==> src/rtl/btn_debounce_edge_if.sv <==
// rtl/btn_debounce_edge_if.sv - signal bundle between a raw push-button and its conditioner
interface btn_debounce_edge_if;
   logic btn_in;
   logic btn_level;
   logic btn_pulse;
   logic btn_release;

   modport master (output btn_in, input btn_level, btn_pulse, btn_release);
   modport slave (input btn_in, output btn_level, btn_pulse, btn_release);
endinterface

==> src/rtl/btn_debounce_edge.sv <==
// rtl/btn_debounce_edge.sv - synchronise, debounce and edge-detect one push-button
// Optional auto-repeat while held: define BTN_AUTO_REPEAT_EN.
module btn_debounce_edge #(
   parameter int unsigned DEBOUNCE_CYCLES = 1000000,
   parameter int unsigned CNT_WIDTH       = 20,
   parameter int unsigned REPEAT_CYCLES   = 25000000
) (
   input logic                clk,
   input logic                reset,
   btn_debounce_edge_if.slave btn
);

   typedef enum logic [1:0] {
      IDLE         = 2'd0,
      PRESS_WAIT   = 2'd1,
      HELD         = 2'd2,
      RELEASE_WAIT = 2'd3
   } state_t;

   localparam logic [CNT_WIDTH-1:0] DB_LAST = CNT_WIDTH'(DEBOUNCE_CYCLES - 1);

   if (DEBOUNCE_CYCLES < 2 || 64'(DEBOUNCE_CYCLES) > (64'd1 << CNT_WIDTH)) begin : g_bad_db
      $error("DEBOUNCE_CYCLES out of range for CNT_WIDTH");
   end

`ifdef BTN_AUTO_REPEAT_EN
   localparam logic [CNT_WIDTH-1:0] RP_LAST = CNT_WIDTH'(REPEAT_CYCLES - 1);

   if (REPEAT_CYCLES < 1 || 64'(REPEAT_CYCLES) > (64'd1 << CNT_WIDTH)) begin : g_bad_rp
      $error("REPEAT_CYCLES out of range for CNT_WIDTH");
   end
`else
   if (REPEAT_CYCLES == 0) begin : g_bad_rp
      $error("REPEAT_CYCLES must be nonzero");
   end
`endif

   state_t               state, state_nx;
   logic                 sync0, sync1;
   logic [CNT_WIDTH-1:0] cnt, cnt_nx;
   logic                 level_nx, pulse_nx, release_nx;

   always_ff @(posedge clk or posedge reset) begin
      if (reset) begin
         sync0           <= 1'b0;
         sync1           <= 1'b0;
         state           <= IDLE;
         cnt             <= '0;
         btn.btn_level   <= 1'b0;
         btn.btn_pulse   <= 1'b0;
         btn.btn_release <= 1'b0;
      end else begin
         sync0           <= btn.btn_in;
         sync1           <= sync0;
         state           <= state_nx;
         cnt             <= cnt_nx;
         btn.btn_level   <= level_nx;
         btn.btn_pulse   <= pulse_nx;
         btn.btn_release <= release_nx;
      end
   end

   // Outputs are the registered image of the next-state decision, so they
   // change on the same edge as the state they describe.
   always_comb begin
      state_nx   = state;
      cnt_nx     = cnt;
      level_nx   = 1'b0;
      pulse_nx   = 1'b0;
      release_nx = 1'b0;
      case (state)
         IDLE: begin
            cnt_nx = '0;
            if (sync1) state_nx = PRESS_WAIT;
         end
         PRESS_WAIT: begin
            if (!sync1) begin
               state_nx = IDLE;
               cnt_nx   = '0;
            end else if (cnt == DB_LAST) begin
               state_nx = HELD;
               cnt_nx   = '0;
               level_nx = 1'b1;
               pulse_nx = 1'b1;
            end else begin
               cnt_nx = cnt + 1'b1;
            end
         end
         HELD: begin
            level_nx = 1'b1;
            if (!sync1) begin
               state_nx = RELEASE_WAIT;
               cnt_nx   = '0;
            end else begin
`ifdef BTN_AUTO_REPEAT_EN
               if (cnt == RP_LAST) begin
                  cnt_nx   = '0;
                  pulse_nx = 1'b1;
               end else begin
                  cnt_nx = cnt + 1'b1;
               end
`else
               cnt_nx = '0;
`endif
            end
         end
         RELEASE_WAIT: begin
            level_nx = 1'b1;
            if (sync1) begin
               state_nx = HELD;
               cnt_nx   = '0;
            end else if (cnt == DB_LAST) begin
               state_nx   = IDLE;
               cnt_nx     = '0;
               level_nx   = 1'b0;
               release_nx = 1'b1;
            end else begin
               cnt_nx = cnt + 1'b1;
            end
         end
         default: begin
            state_nx = IDLE;
            cnt_nx   = '0;
         end
      endcase
   end

endmodule

==> src/flat_wrapper.sv <==
// flat-port wrapper written by rule: the top's interface ports become plain ports
module btn_debounce_edge_flat 
#(
   parameter int unsigned DEBOUNCE_CYCLES = 1000000,
   parameter int unsigned CNT_WIDTH       = 20,
   parameter int unsigned REPEAT_CYCLES   = 25000000
)
  (clk, reset, btn_btn_in, btn_btn_level, btn_btn_pulse, btn_btn_release);
  btn_debounce_edge_if btn_i ();
  input logic clk;
  input logic reset;
  input wire logic [$bits(btn_i.btn_in)-1:0] btn_btn_in;
  output wire logic [$bits(btn_i.btn_level)-1:0] btn_btn_level;
  output wire logic [$bits(btn_i.btn_pulse)-1:0] btn_btn_pulse;
  output wire logic [$bits(btn_i.btn_release)-1:0] btn_btn_release;
  assign btn_i.btn_in = btn_btn_in;
  assign btn_btn_level = btn_i.btn_level;
  assign btn_btn_pulse = btn_i.btn_pulse;
  assign btn_btn_release = btn_i.btn_release;
  btn_debounce_edge #(.DEBOUNCE_CYCLES(DEBOUNCE_CYCLES), .CNT_WIDTH(CNT_WIDTH), .REPEAT_CYCLES(REPEAT_CYCLES)) u_core (.clk(clk), .reset(reset), .btn(btn_i));
endmodule
==> config.mk <==
export PLATFORM = sky130hd
export DESIGN_NAME = btn_debounce_edge_flat
export DESIGN_NICKNAME = d
export VERILOG_FILES = /design/src/rtl/btn_debounce_edge_if.sv /design/src/rtl/btn_debounce_edge.sv /design/src/flat_wrapper.sv
export SDC_FILE = /design/constraint.sdc
export NUM_CORES = 1
export LEC_CHECK = 0
export ABC_AREA = 1
export BUFFER_PORTS_ARGS = -buffer_cell sky130_fd_sc_hd__clkbuf_2
export CAP_MARGIN = 20
export CORE_UTILIZATION = 29
export DETAILED_ROUTE_END_ITERATION = 10
export PLACE_DENSITY = 0.46
export SETUP_SLACK_MARGIN = 0.3
export SLEW_MARGIN = 20
export SYNTH_ARGS = -nofsm -noshare
export SYNTH_HDL_FRONTEND = slang
export SYNTH_SLANG_ARGS = --single-unit
==> constraint.sdc <==
create_clock -name clk -period 4.1 [get_ports clk]
set_clock_uncertainty 0.15 [all_clocks]
set_input_delay 0.41 -clock clk [delete_from_list [all_inputs] [get_ports clk]]
set_output_delay 0.41 -clock clk [all_outputs]
set_load 0.05 [all_outputs]
# ---- Yosys cells after proc, flatten, opt, wreduce, memory -nomap -nowiden
# Index checks and enable logic that the tools add are counted.
dict set report word_totals {
  reg_bits 27
  input_bits 3
  out_inout_bits 3
  elab_cells 38
}
dict set report op_classes {
  addsub 1
  eq_ne 8
  mux 19
  n_reduce_logical 3
}
# operator n
set op_table {}
lappend op_table {{2-to-1 mux 20 bit} 3}
lappend op_table {{case mux 20 bit (3 select lines)} 1}
lappend op_table {{adder 20 x 1 -> 20 bit (second input constant)} 1}
lappend op_table {{equality test 20 bit (second input constant)} 1}
lappend op_table {{2-to-1 mux 2 bit} 6}
lappend op_table {{case mux 2 bit (4 select lines)} 1}
lappend op_table {{2-to-1 mux 1 bit} 7}
lappend op_table {{equality test 2 bit (second input constant)} 2}
lappend op_table {{AND reduction 4 bit} 1}
lappend op_table {{inequality test 3 x 1 -> 1 bit (second input constant)} 1}
lappend op_table {{inequality test 3 bit (second input constant)} 1}
lappend op_table {{case mux 1 bit (3 select lines)} 1}
lappend op_table {{equality test 2 x 1 -> 1 bit (second input constant)} 1}
lappend op_table {{logical NOT 2 bit} 1}
lappend op_table {{inequality test 2 x 1 -> 1 bit (second input constant)} 1}
lappend op_table {{inequality test 2 bit (second input constant)} 1}
lappend op_table {{OR reduction 2 bit} 1}

# ---- Depth between registers and ports, before layout
# Gate-level depths: netlist of run 1.
dict set report depth {
  ltp_word 4
  ltp_mapped 9
}

# ---- Worst setup path before layout of run 1
# No wires, ideal clock.
dict set report synth_path {
  kind {reg-to-reg}
  startpoint {reg u_core.cnt[0]}
  endpoint {reg u_core.cnt[10]}
  setup_ns 0.120
  t_arrival_ns 1.467
  required_ns 3.830
  slack_ns 2.363
  path_stages_with_launch 8
  path_buffers 1
  path_cell_list {dfrtp_1 > ha_1 > nand2_2 > nor3_4 > nand3_4 > nand2_4 > buf_8 > nor2_1}
}
dict set report synth_via {
  elab_chain_len 4
}
# element line_no
set synth_lines {}
lappend synth_lines {{from (decl)} btn_debounce_edge.sv:40} ;# logic [CNT_WIDTH-1:0] cnt, cnt_nx;
lappend synth_lines {{from (signal assigned)} btn_debounce_edge.sv:56} ;# cnt <= cnt_nx;
lappend synth_lines {{adder 20 x 1 -> 20 bit / equality test 20 bit (equally long branches)} --}
lappend synth_lines {{2-to-1 mux 20 bit (*)} {btn_debounce_edge.sv:80, btn_debounce_edge.sv:112}}
lappend synth_lines {{2-to-1 mux 20 bit (on tied branches)} {btn_debounce_edge.sv:109, btn_debounce_edge.sv:77}}
lappend synth_lines {{case mux 20 bit (3 select lines) (*)} btn_debounce_edge.sv:71} ;# case (state)
lappend synth_lines {{named net u_core.cnt_nx[10]} btn_debounce_edge.sv:40}
# The timed path passes the listed nets; every way through them passes the cells marked *.
# A chain may end at the register's enable or synchronous reset.

# ---- Final worst setup path of run 1
dict set report layout_path {
  startpoint {reg u_core.cnt[0]}
  endpoint {reg u_core.cnt[6]}
}
# Same word-level chain as after synthesis.

==> summary.md, run 1 <==
| Metric | Value |
|---|---|
| Worst-Margin Slew | `0.572 ns` |
| Fraction of layout cells with a size suffix above 1 | `0.0660` |
| Routability Congestion | `0.761` |
| Inserted Diodes | `0` |
| Dominant cell type by area after synthesis | `dfrtp_1` |
| Largest net degree at the start of global routing | `28` |
| Largest cells by area after synthesis | `dfrtp_1 (45%), nor2_1 (14%), nand2_1 (14%), nand3_1 (5.7%), inv_1 (5.0%)` |
| TritonCTS Sinks | `27` |
| # fillers | `536` |
| Post-CTS setup buffers | `0` |
| Via count | `1254` |
| Fin crit period | `1.92 ns` |
| Post-synth top cells | `nor2_1 (57), nand2_1 (54), dfrtp_1 (27), inv_1 (20), nand3_1 (17)` |
| Leak Pwr | `0.655 nW` |
| Crit path arrival time | `1.93 ns` |
| # rows | `25` |
| Post-DP HPWL | `2500 um` |
| DIE AREA | `0.00544 sq mm` |
| Clock Path Buffers | `2` |
| CTS tree | `done` |
| Global-route wire length before repair | `5730 um` |
| Congestion Overflow GR | `0` |
| WS Path Type | `flip-flop to flip-flop` |
| Worst Hold Class | `primary input to asynchronous set/reset pin` |
| Final #Nets | `217` |
| Startpoint Class | `flip-flop` |
| Initial Util | `0.308` |
| Seq/Total Area, Yosys | `0.452` |
| Finished layout cell area | `0.00163 sq mm` |
| Peak Freq | `520 MHz` |
| Crit path largest cell delay | `0.41 ns` |
| Post-synth net total | `209` |
| Ys flop type | `dfrtp_1` |
| Rel. slew slack | `0.618` |
| H-tree depth | `1` |
| DIE WIDTH | `73.8 um` |
| Final Max Tran Viols | `0` |
| #FFs+latches synth | `27` |
| Maximum vdd drop | `0.150 mV` |
| Worst-path fanout max | `16` |
| Post-synth top area share | `0.452` |
| All-layer global routing usage | `0.143` |
| IO Pins | `6` |
| Asr flop ratio synth | `1.00` |
| Syn_area_per_cell | `7.29 sq um` |
| Final worst slack | `2.18 ns` |
| PortBufs | `5` |
| Synthesized instance count | `205` |
| Post-Syn Area | `0.00149 sq mm` |
| Clk Latency, worst-skew pair | `0.27 ns` |
| Critical-path cell list | `ha_1, nand2_2, nor3_4, nand3_4, nand2_4, nor2_1` |
| # DRC | `0` |
| DRT iter0 DRCs | `59` |
| Crit path max-delay cell type | `dfrtp_1` |
| Post-CTS sizing | `0` |
| DR WL/cell | `12.1 um` |
| Place WS | `2.17 ns` |
| Drt via density | `4.49` |
| Post-synth EDFFs | `0` |
| Core Region | `0.00485 sq mm` |
| Post-CTS Hold Buffers | `0` |
| Period utilization | `0.469` |
| Post-Route WL | `3370 um` |
| Setup crit end kind | `flip-flop` |
| Clock transition at path regs | `0.09 ns` |
| CTS root buffer | `clkbuf_8` |
| Reg2reg path depth | `6` |
| Worst Path Required | `4.11 ns` |
| Hold Vio Cnt, Final | `0` |
| Post-synth cell types | `21` |
| Reg-to-reg slack, setup | `2.18 ns` |
| RSZ-0062 raised after global routing | `false` |
| Setup Total Neg Slack | `0 ns` |
| Worst R2R Start | `u_core.cnt[0]` |
| Most frequent cell after synthesis | `nor2_1` |
| Vias in the first global route | `1260` |
| Antenna-violating nets left | `0` |
| Die height | `73.8 um` |
| Cts bufs inserted | `3` |
| R2r endpoint | `u_core.cnt[6]` |
| Status | `finished, final reports clean` |
| Pre-Repair DR Iteration Count | `4` |
| Max Cap Violations | `0` |
| Syn. warnings | `0` |
| Final setup violation count | `0` |
| Synthesis-to-finish area growth | `8.96%` |
| Initial antenna violation count | `0` |
| Pwr/cell area | `268 mW/mm^2` |
| Post-DP Area | `0.00158 sq mm` |
==> final cells by class <==
class                   instances  area [sq um]  area share
inverters                      20          75.1      0.0461
repair buffers                  5          25.0      0.0154
flip-flops and latches         27           676       0.415
clock buffers                   4          45.0      0.0277
multi-input cells             156           723       0.444
well taps                      67          83.8      0.0515
==> power by group <==
part | leakage (nW) | switching (mW) | total, mW | internal (mW)
Combinational | 0.263 | 0.0112 | 0.0145 | 0.00327
Clock | 0.0228 | 0.0820 | 0.152 | 0.0697
Sequential | 0.369 | 0.00236 | 0.271 | 0.268
Total | 0.655 | 0.0956 | 0.437 | 0.341
==> per-layer routing <==
metal | vias up | track usage | part of all wire
li1 | 654 | - | -
met4 | 0 | 0.0406 | 0.016
met2 | 16 | 0.232 | 0.45
met1 | 578 | 0.191 | 0.51
met3 | 6 | 0.0288 | 0.026
met5 | - | 0 | 0
==> cells in the final DEF (no fill, tap or decap), types with 2 or more instances in the layout <==
cell type   n
inv_1      19
clkbuf_2    5
clkbuf_8    3
o21ai_0     5
xor2_1      5
nand2_1    54
a31oi_1     2
nand3_1    17
nand4_1     4
dfrtp_1    27
nor2_1     57
xnor2_1     3
==> through the flow <==
stage	cells	power (mW)	util	hold WS, ns
3_3_place_gp	275	0.291	0.326	0.210
4_1_cts	279	0.450	0.336	0.0770
2_1_floorplan	205	0.288	-	0.181
3_5_place_dp	275	0.291	0.326	0.213
5_1_grt	279	0.458	0.336	0.0744
6_report	279	0.437	0.336	0.0160
==> worst max-delay path: cells and delay by family, from the launching register on <==
family | cells | cell delay [ns]
simple gates | 5 | 0.96
flops | 1 | 0.41
fa+ha+maj | 1 | 0.28
==> flip-flops by register name, summed over array words and instances, names as in the netlist, named ones only <==
signal                  flops
u_core.btn.btn_level        1
u_core.btn.btn_pulse        1
u_core.btn.btn_release      1
u_core.cnt                 20
u_core.state                1
u_core.sync0                1
u_core.sync1                1
==> cell families (layout without fill, tap and decap cells) <==
kind of cell,count (synthesis),in the layout,share of synthesized area
xor+xnor,8,8,0.0469
buf+inv,22,29,0.0636
flops,27,27,0.452
simple gates,138,138,0.394
fa+ha+maj,1,1,0.00837
compound gates,9,9,0.0343
==> how the worst max path moves through the flow <==
stage,start,end,slack [ns],cells after the start
finish,u_core.cnt[0],u_core.cnt[6],2.18,6
CTS,u_core.cnt[0],u_core.cnt[9],2.15,6
floorplan,u_core.cnt[0],u_core.cnt[10],2.36,7
global route,u_core.cnt[0],u_core.cnt[6],1.97,6
global placement,u_core.cnt[0],u_core.cnt[17],2.21,6
detailed placement,u_core.cnt[0],u_core.cnt[9],2.17,6
No activity file was read; power rests on OpenSTA's default activity.
==> run 2: changes to the inputs <==
--- a/config.mk
+++ b/config.mk
@@ -5,12 +5,12 @@
 export SDC_FILE = /design/constraint.sdc
 export NUM_CORES = 1
 export LEC_CHECK = 0
-export ABC_AREA = 1
+export ABC_AREA = 0
 export BUFFER_PORTS_ARGS = -buffer_cell sky130_fd_sc_hd__clkbuf_2
 export CAP_MARGIN = 20
 export CORE_UTILIZATION = 29
 export DETAILED_ROUTE_END_ITERATION = 10
-export PLACE_DENSITY = 0.46
+export PLACE_DENSITY = 0.47
 export SETUP_SLACK_MARGIN = 0.3
 export SLEW_MARGIN = 20
 export SYNTH_ARGS = -nofsm -noshare
==> constraint.sdc (replaced) <==
create_clock -name clk -period 1.6 [get_ports clk]
set_clock_uncertainty 0.15 [all_clocks]
set_input_delay 0.16 -clock clk [delete_from_list [all_inputs] [get_ports clk]]
set_output_delay 0.16 -clock clk [all_outputs]
set_load 0.05 [all_outputs]
==> run 2 against run 1 <==
The run now ends with setup timing left. Register-to-register slack worse by 2.4 ns. Total power increased to 2.6 times the previous value. Combinational power grew to 4.6 times the previous value. Flip-flop and latch count did not move. Worst hold slack improved by 0.19 ns. Clock-buffer cell count is 1 lower. Largest cell class unchanged.
==> summary.md, run 2 <==
| Metric | Value |
|---|---|
| Max layer used | `met4 (unchanged)` |
| Place WS | `-0.282 ns (was 2.17 ns)` |
| Seq/Total Area, Yosys | `0.537 (was 0.452)` |
| DR WL/cell | `13.2 um (was 12.1 um)` |
| Crit path arrival time | `1.83 ns (was 1.93 ns)` |
| Met3 wire length | `58 um (was 88 um)` |
| Post-synth net total | `125 (was 209)` |
| Worst-Margin Slew | `0.353 ns (was 0.572 ns)` |
| Period utilization | `1.14 (was 0.469)` |
| WL met2 | `1420 um (was 1520 um)` |
| Post-synth top area share | `0.537 (was 0.452)` |
| Core Region | `0.00409 sq mm (was 0.00485 sq mm)` |
| Post-synth EDFFs | `0 (unchanged)` |
| Worst Path Required | `1.61 ns (was 4.11 ns)` |
| Post-Syn Area | `0.00126 sq mm (was 0.00149 sq mm)` |
| Final setup violation count | `25 (was 0)` |
| Vias in the first global route | `1045 (was 1260)` |
| Crit path largest cell delay | `0.39 ns (was 0.41 ns)` |
| Setup crit end kind | `flip-flop (unchanged)` |
| PortBufs | `5 (unchanged)` |
| IO Pins | `6 (unchanged)` |
| Clock Path Buffers | `2 (unchanged)` |
| # DRC | `0 (unchanged)` |
| Cts bufs inserted | `3 (unchanged)` |
| Commonest non-fill, non-tap cell in the layout | `buf_4 (was nor2_1)` |
| Asr flop ratio synth | `1.00 (unchanged)` |
| # rows | `23 (was 25)` |
| Drt via density | `4.70 (was 4.49)` |
| Dominant cell type by area after synthesis | `dfrtp_1 (unchanged)` |
| RSZ-0062 raised after global routing | `true (was false)` |
| WS Path Type | `flip-flop to flip-flop (unchanged)` |
| Worst-path fanout max | `4 (was 16)` |
| Peak Freq | `549 MHz (was 520 MHz)` |
| #FFs+latches synth | `27 (unchanged)` |
| Dpl cells | `200 (was 275)` |
| Rel. slew slack | `0.765 (was 0.618)` |
| Inserted Diodes | `0 (unchanged)` |
| Final #Nets | `168 (was 217)` |
| Largest cells by area after synthesis | `dfrtp_1 (54%), xor2_1 (6.3%), nor2_1 (5.1%), xnor2_1 (4.2%), or3_1 (3.0%) (was dfrtp_1 (45%), nor2_1 (14%), nand2_1 (14%), nand3_1 (5.7%), inv_1 (5.0%))` |
| Worst Hold Class | `flip-flop to flip-flop (was primary input to asynchronous set/reset pin)` |
| Final Max Tran Viols | `0 (unchanged)` |
| DIE WIDTH | `67.9 um (was 73.8 um)` |
| Ys flop type | `dfrtp_1 (unchanged)` |
| H-tree depth | `1 (unchanged)` |
| CTS tree | `done (unchanged)` |
| Final std cells w/o fill | `213 (was 279)` |
| Via count | `1001 (was 1254)` |
| Syn. warnings | `0 (unchanged)` |
| Status | `finished, violations left (was finished, final reports clean)` |
| DIE AREA | `0.00461 sq mm (was 0.00544 sq mm)` |
| Met1 wire length | `1310 um (was 1710 um)` |
| Largest net degree at the start of global routing | `28 (unchanged)` |
| Startpoint Class | `flip-flop (unchanged)` |
| Global-route wire length before repair | `4500 um (was 5730 um)` |
| Syn_area_per_cell | `10.4 sq um (was 7.29 sq um)` |
| Hold_ws | `0.207 ns (was 0.0160 ns)` |
| Crit. path cell count | `5 (was 6)` |
| Die height | `67.9 um (was 73.8 um)` |
| CTS root buffer | `clkbuf_8 (unchanged)` |
| Hold Vio Cnt, Final | `0 (unchanged)` |
| Congestion Overflow GR | `0 (unchanged)` |
| Routability Congestion | `0.724 (was 0.761)` |
| TritonCTS Sinks | `27 (unchanged)` |
| Synthesized instance count | `121 (was 205)` |
| Clock transition at path regs | `0.09 ns (about the same)` |
| DRT iter0 DRCs | `35 (was 59)` |
| Pwr/cell area | `614 mW/mm^2 (was 268 mW/mm^2)` |
| Largest Register | `u_core.cnt (unchanged)` |
| All-layer global routing usage | `0.135 (was 0.143)` |
| Pre-Repair DR Iteration Count | `4 (unchanged)` |
| Most frequent cell after synthesis | `dfrtp_1 (was nor2_1)` |
| Final Core Density | `0.453 (was 0.336)` |
| Reg2reg path depth | `5 (was 6)` |
| Synthesis-to-finish area growth | `47.2% (was 8.96%)` |
| Post-DP HPWL | `1830 um (was 2500 um)` |
| Hold path cells | `0` |
| Initial Util | `0.308 (about the same)` |
| Crit path max-delay cell type | `or3_4 (was dfrtp_1)` |
| Fin crit period | `1.82 ns (was 1.92 ns)` |
| Maximum vdd drop | `0.438 mV (was 0.150 mV)` |
| Post-Route WL | `2810 um (was 3370 um)` |
| Max Cap Violations | `0 (unchanged)` |
| Commonest non-fill, non-tap cells in the layout | `buf_4 (32), dfrtp_1 (27), nor2_4 (7) (was nor2_1 (57), nand2_1 (54), dfrtp_1 (27))` |
| Initial antenna violation count | `0 (unchanged)` |
| Antenna-violating nets left | `0 (unchanged)` |
| Clk Latency, worst-skew pair | `0.27 ns (about the same)` |
| Post-synth cell types | `27 (was 21)` |
| Leak Pwr | `0.802 nW (was 0.655 nW)` |
| Post-synth top cells | `dfrtp_1 (27), nor2_1 (17), xor2_1 (9), nand3_1 (7) (was nor2_1 (57), nand2_1 (54), dfrtp_1 (27), inv_1 (20), nand3_1 (17))` |
| Failing checks | `setup timing` |
| Crit-path leading delay family | `simple AND/OR/NAND/NOR gates (unchanged)` |
| Max reg flops | `20 (unchanged)` |
| Fraction of layout cells with a size suffix above 1 | `0.497 (was 0.0660)` |
| Final worst slack | `-0.221 ns (was 2.18 ns)` |
| Worst path bufs/invs | `0 (unchanged)` |
| Critical-path cell list | `ha_2, and4_1, nand4_1, or3_4, mux2_4 (was ha_1, nand2_2, nor3_4, nand3_4, nand2_4, nor2_1)` |
==> run 2: stage by stage <==
step	area [sq um]	power (mW)	TNS, ns
2_1_floorplan	1270	0.730	-2.53
3_3_place_gp	1550	0.747	-3.79
3_5_place_dp	1550	0.748	-3.97
4_1_cts	1700	1.14	-3.61
5_1_grt	1850	1.19	-6.12
6_report	1850	1.14	-3.92
==> run 2: layout make-up <==
class / count / area (sq um)
fillers: 416 / 2230
clock buffers: 3 / 41.3
well taps: 50 / 62.6
multi-input cells: 83 / 688
repair buffers: 45 / 365
inverters: 4 / 15.0
clock inverters: 1 / 5.00
flip-flops and latches: 27 / 676
==> run 2: final timing paths <==
path / from / endpoint / slack, ns
worst max-delay path: u_core.cnt[1] / flip-flop / -0.22
min in group asynchronous: reset / u_core.cnt[2] / 0.33
worst min-delay path: u_core.sync0 / u_core.sync1 / 0.21
max in group asynchronous: reset / u_core.sync0 / 0.71
worst min register to register: u_core.sync0 / u_core.sync1 / 0.21
worst max register to register: u_core.cnt[1] / flip-flop / -0.22
==> run 2: worst register-to-register path, cell delays in order (launching register included) <==
cell     delay, ns
dfrtp_1       0.37
ha_2          0.18
and4_1        0.21
nand4_1       0.12
or3_4         0.39
mux2_4        0.31
==> run 2: what timing repair did <==
item,CTS,global route
endpoints found under the setup margin,25,25
pin swaps,14,5
gates cloned,0,1
setup buffers,4,2
gates resized for setup,15,33
hold buffers,2,0
hold endpoints to repair,28,0
==> run 2: report_power, final <==
| part | internal (mW) | leakage (nW) | switching (mW) | total, mW |
|---|---|---|---|---|
| clock network | 0.174 | 0.0255 | 0.204 | 0.378 |
| logic | 0.0279 | 0.408 | 0.0393 | 0.0672 |
| registers | 0.688 | 0.369 | 0.00425 | 0.692 |
| total | 0.890 | 0.802 | 0.247 | 1.14 |
==> run 2: cells by family after synthesis <==
group	synth area share
xor+xnor	0.104
buf+inv	0.0407
mux	0.0239
fa+ha+maj	0.00994
simple gates	0.247
compound gates	0.0378
flops	0.537
==> run 2: per-layer routing <==
metal	GRT usage	vias up
met5	0	-
met4	0.0234	0
met3	0.0350	2
met2	0.246	6
met1	0.158	495
li1	-	498
